**src/rtl/demux1x4_bit32_buf.sv**
```systemverilog
// demux1x4_bit32_buf: registered 1:4 word demux; in_data/in_sel/in_valid/in_ready in, port0..3/out_valid/out_ready out, cnt_sel/cnt_out per-port accept counters
module demux1x4_bit32_buf #(
  parameter int WIDTH = 32,
  parameter int CNT_W = 8
) (
  input  logic             clk,
  input  logic             rst_n,
  input  logic [WIDTH-1:0] in_data,
  input  logic [1:0]       in_sel,
  input  logic             in_valid,
  output logic             in_ready,
  output logic [WIDTH-1:0] port0,
  output logic [WIDTH-1:0] port1,
  output logic [WIDTH-1:0] port2,
  output logic [WIDTH-1:0] port3,
  output logic [3:0]       out_valid,
  input  logic [3:0]       out_ready,
  input  logic [1:0]       cnt_sel,
  output logic [CNT_W-1:0] cnt_out
);
  logic [WIDTH-1:0] port_q [4];
  logic [WIDTH-1:0] port_d [4];
  logic [CNT_W-1:0] cnt_q [4];
  logic [CNT_W-1:0] cnt_d [4];
  logic [3:0]       valid_q, valid_d, hit;
  always_comb begin
    in_ready = !valid_q[in_sel] || out_ready[in_sel];
    hit = (in_valid && in_ready) ? 4'b0001 << in_sel : 4'b0000;
    valid_d = hit | (valid_q & ~out_ready);
    for (int i = 0; i < 4; i++) begin
      port_d[i] = hit[i] ? in_data : port_q[i];
      cnt_d[i] = cnt_q[i] + CNT_W'(hit[i]);
    end
  end
  always_ff @(posedge clk or negedge rst_n) begin
    if (!rst_n) begin
      valid_q <= '0;
      for (int i = 0; i < 4; i++) begin
        port_q[i] <= '0;
        cnt_q[i] <= '0;
      end
    end else begin
      valid_q <= valid_d;
      for (int i = 0; i < 4; i++) begin
        port_q[i] <= port_d[i];
        cnt_q[i] <= cnt_d[i];
      end
    end
  end
  assign port0 = port_q[0];
  assign port1 = port_q[1];
  assign port2 = port_q[2];
  assign port3 = port_q[3];
  assign out_valid = valid_q;
  assign cnt_out = cnt_q[cnt_sel];
endmodule

```
**config.mk**
```make
export PLATFORM = sky130hd
export DESIGN_NAME = demux1x4_bit32_buf
export DESIGN_NICKNAME = d
export VERILOG_FILES = /design/src/rtl/demux1x4_bit32_buf.sv
export SDC_FILE = /design/constraint.sdc
export NUM_CORES = 1
export LEC_CHECK = 0
export ABC_AREA = 1
export CORE_ASPECT_RATIO = 1.25
export CORE_UTILIZATION = 40
export DETAILED_ROUTE_END_ITERATION = 10
export GPL_TIMING_DRIVEN = 0
export PLACE_DENSITY = 0.68
export SLEW_MARGIN = 15
export SYNTH_ARGS = -nofsm -noshare
export SYNTH_HDL_FRONTEND = slang
export SYNTH_SLANG_ARGS = --single-unit
export TNS_END_PERCENT = 100
```
**constraint.sdc**
```tcl
create_clock -name clk -period 2.2 [get_ports clk]
set_input_delay 0.33 -clock clk [delete_from_list [all_inputs] [get_ports clk]]
set_output_delay 0.33 -clock clk [all_outputs]
set_load 0.02 [all_outputs]
```
==> impl.org <==
** Timing
- Final-report hold violation count :: 0
- Fraction of the cycle the final worst path needs :: 0.941
- Fmax :: 0.483 GHz
- Setup repair after global routing missed its margin :: true
- At the pin with the least slew margin, the transition time is 674 ps.
- On the final layout, the worst clock skew is 10.1 ps.
- Worst slack on hold paths :: 251 ps
- In the final timing run, aggregate negative setup slack is 0 ps.
- Setup violators final :: 0
- Headroom to the max-slew limit :: 0.549
- Across all setup checks in the final design, the least slack found is around 130 ps.
- Final critical-path required period :: 2070 ps
- Max-slew violations :: 0

** GRT
- Met2 track utilization from global routing :: 0.418
- The first global-routing pass estimated 34.4 mm of wire.
- GR Layer Usage met3 :: 0.0674
- The number of antenna violations at the first check in global routing was 0.
- Vias in the first global route :: roughly 6.2k
- Met1 routing resource usage after global routing :: 0.302
- Largest net degree at the start of global routing :: 95
- met2 is the most crowded layer.
- After global routing the overflow that remains totals 0.
- In the global route stage, overall resource usage came out at 0.251.

** Critical path
- Reg-to-reg startpoint :: out_valid[1]
- The setup path with the least slack is of type reg2reg.
- The worst register-to-register path ends at cnt_q[6].
- Worst EP required :: 2550 ps
- STA classifies the critical path endpoint as a flip-flop.
- Maximum fanout along the worst path :: 10
- The worst setup path is launched from a flip-flop.
- Depth of the worst register-to-register path :: 13
- Arrival time at the worst endpoint :: 2420 ps
- The worst register-to-register path has a setup slack of 130 ps.

** Floorplanning
- Die outline area :: 18400 um^2
- For this configuration, the core starts out at a cell density of 0.409.
- Die Height :: 151 um
- The floorplan step set the die width to 122 um.
- IO Count :: 184
- Row Count :: 54
- The core region is between 15000 and 20000 um^2.

** Synth
- In this run, synthesis inferred 0 flip-flops with an integrated enable.
- For this run, asynchronously set or reset flops after synthesis account for 1.00.
- The Yosys step of the flow raised 0 warnings.
- Post-synthesis cell count :: 752
- The mapped netlist covers between 7000 and 8000 um^2.
- The number of nets in the synthesized netlist is 803.
- In the synthesized netlist the dominant register cell turns out to be dfrtp_1.
- Counting flops and latches in the post-synthesis netlist gives 164.
- The netlist uses 29 different library cells.
- Seq/Total Area, Yosys :: 0.574
- Per-instance average area after synthesis :: about 9.5 um^2

** Clocking
- The number of clock buffers added by TritonCTS is 17.
- The clock passes through at most 2 buffers.
- CTS saw between 150 and 200 sinks.
- Latest clock arrival within the worst-skew pair :: 440 ps
- Buffer type at the clock tree root :: clkbuf_16
- Clock-pin slew was measured on the worst setup and hold paths at 70 ps.
- The clock tree synthesis step divided the H-tree into 4 levels.
- Clock tree from TritonCTS :: yes

** Detailed routing
- The count of nets left with antenna violations once routing finished came out at 0.
- First DRT Iteration DRCs :: 427
- Dividing the detail-routed wire length by the instance count gives 18.5 um.
- Mean number of vias per cell :: ~5.2
- Initial DRT Pass Iterations :: 5
- Overall via count from detail_route :: between 6k and 7k
- Wirelength, routed :: between 20 and 25 mm
- Residual DRC :: 0

** Worst hold path
- Instance count along the most critical hold path :: 4
- The worst hold path begins at in_sel[0].
- End point of the most critical hold path :: port0[31]
- Min-Delay Path Class :: in2reg

** Run status
- Outcome :: finished clean

** Layout
- Layout net count :: 1005
- After routing the design area is between 9000 and 10000 um^2.
- The number of antenna diodes in the final layout is 0.
- Layout cells sized above 1 :: 0.0963
- Non-filler instance count after layout :: 1190
- Fill cells in the final layout number 1589.
- The area growth from synthesis to layout is 38.4%.
- Finished Core Util :: 0.565

** Power
- Leakage power summed over all cells :: 4.79 nW
- VDD sags by at most 571 uV.
- The completed layout was analyzed and its total power is 10.3 mW.
- Power density relative to cell area :: 1040 nW/um^2

** Flow run
- The tool flagged a number of max-cap violations equal to 0.

** Placement
- Routability-driven placement finished with a final weighted congestion of 0.863.
- Timing analysis after detailed placement gives a worst setup slack of -503 ps.
- After detailed placement, the total cell area comes to 9260 um^2.
- The count of buffers added on input and output ports is 180.
- HPWL after DPL :: 15.8 mm
- Placed cells :: between 1k and 1.5k
-- kinds of logic (layout without fill, tap and decap cells) --
logic type	after synthesis	in the layout	share of synthesized area
AND/OR/NAND/NOR	450	450	0.299
buffers and inverters	77	291	0.0618
flip-flops	164	164	0.574
AO/OA/AOI/OAI	29	29	0.0215
XOR/XNOR	24	24	0.0294
adder cells (fa/ha/maj)	8	8	0.0140
-- final cells by class --
| type | count | area (um^2) | share of cell area |
|---|---|---|---|
| Buffer | 54 | 357 | 0.0360 |
| Clock buffer | 19 | 443 | 0.0448 |
| Clock inverter | 12 | 169 | 0.0171 |
| Inverter | 20 | 75.1 | 0.00759 |
| Multi-Input combinational cell | 511 | 2620 | 0.265 |
| Sequential cell | 164 | 4100 | 0.415 |
| Tap cell | 224 | 280 | 0.0283 |
| Timing Repair Buffer | 186 | 1850 | 0.187 |
-- cells in the mapped netlist (8+ instances only) --
cell,instances,share of area
clkbuf_1,21,0.011
inv_1,13,0.0068
xnor2_1,8,0.0098
nand3_1,11,0.0077
dfrtp_1,164,0.57
buf_2,13,0.0091
ha_1,8,0.014
xor2_1,16,0.020
buf_6,14,0.022
nor2_1,21,0.011
nand4_1,131,0.11
nand2_1,275,0.14
o21ai_0,15,0.011
-- what timing repair did --
item / in CTS / in global routing
setup buffers: 0 / 4
gates resized for setup: 14 / 16
endpoints found under the setup margin: 9 / 19
pin swaps: 0 / 1
hold endpoints to repair: 70 / 0
hold buffers: 1 / 0
-- state kept, by name, indices dropped and copies added (netlist names) --
register   cells
cnt_q         32
port1         32
port0         32
port3         32
port2         32
out_valid      4
-- power breakdown --
part / switching [mW] / leakage, nW / total, mW / internal, mW
registers: 0.476 / 2.04 / 4.18 / 3.70
clock network: 1.28 / 0.293 / 3.12 / 1.84
logic: 1.69 / 2.46 / 3.00 / 1.31
-- worst max-delay path, stage by stage (launching register included) --
cell and delay [ps]:
dfrtp_1 400, nand2_1 80, nand2_1 50, nand2_1 70
nand2_2 90, nand2_8 130, nand3_4 140, buf_4 210
inv_2 50, ha_1 150, ha_1 190, nand3_1 120
nor3_2 150, xor2_1 170
-- worst max path at each step --
stage,from,end,slack [ps],depth (start not counted)
after global placement,rst_n,port1[10],-6130,1
after CTS,out_valid[1],in_ready,10,7
after detailed placement,cnt_sel[0],cnt_out[6],-500,6
after floorplan,in_sel[1],cnt_q[31],150,14
final,out_valid[1],cnt_q[6],130,13
after global routing,out_valid[3],cnt_q[6],-60,13
-- placed cells by master (no fill, tap or decap), drive strengths merged, types with 8 or more instances in the layout --
master	count
clkdlybuf4s50	169
nand4	131
buf	39
nand2	277
inv	24
xor2	16
nor2	24
o21ai	19
dfrtp	164
xnor2	8
clkbuf	45
nand3	16
ha	8
-- metal layers --
metal	wire length (um)	share of wire	vias up
li1	-	-	2946
met1	8830	0.40	3011
met2	10800	0.49	213
met3	1520	0.069	48
met4	811	0.037	0
met5	0	0	-
Power figures use the tool's default switching activity.
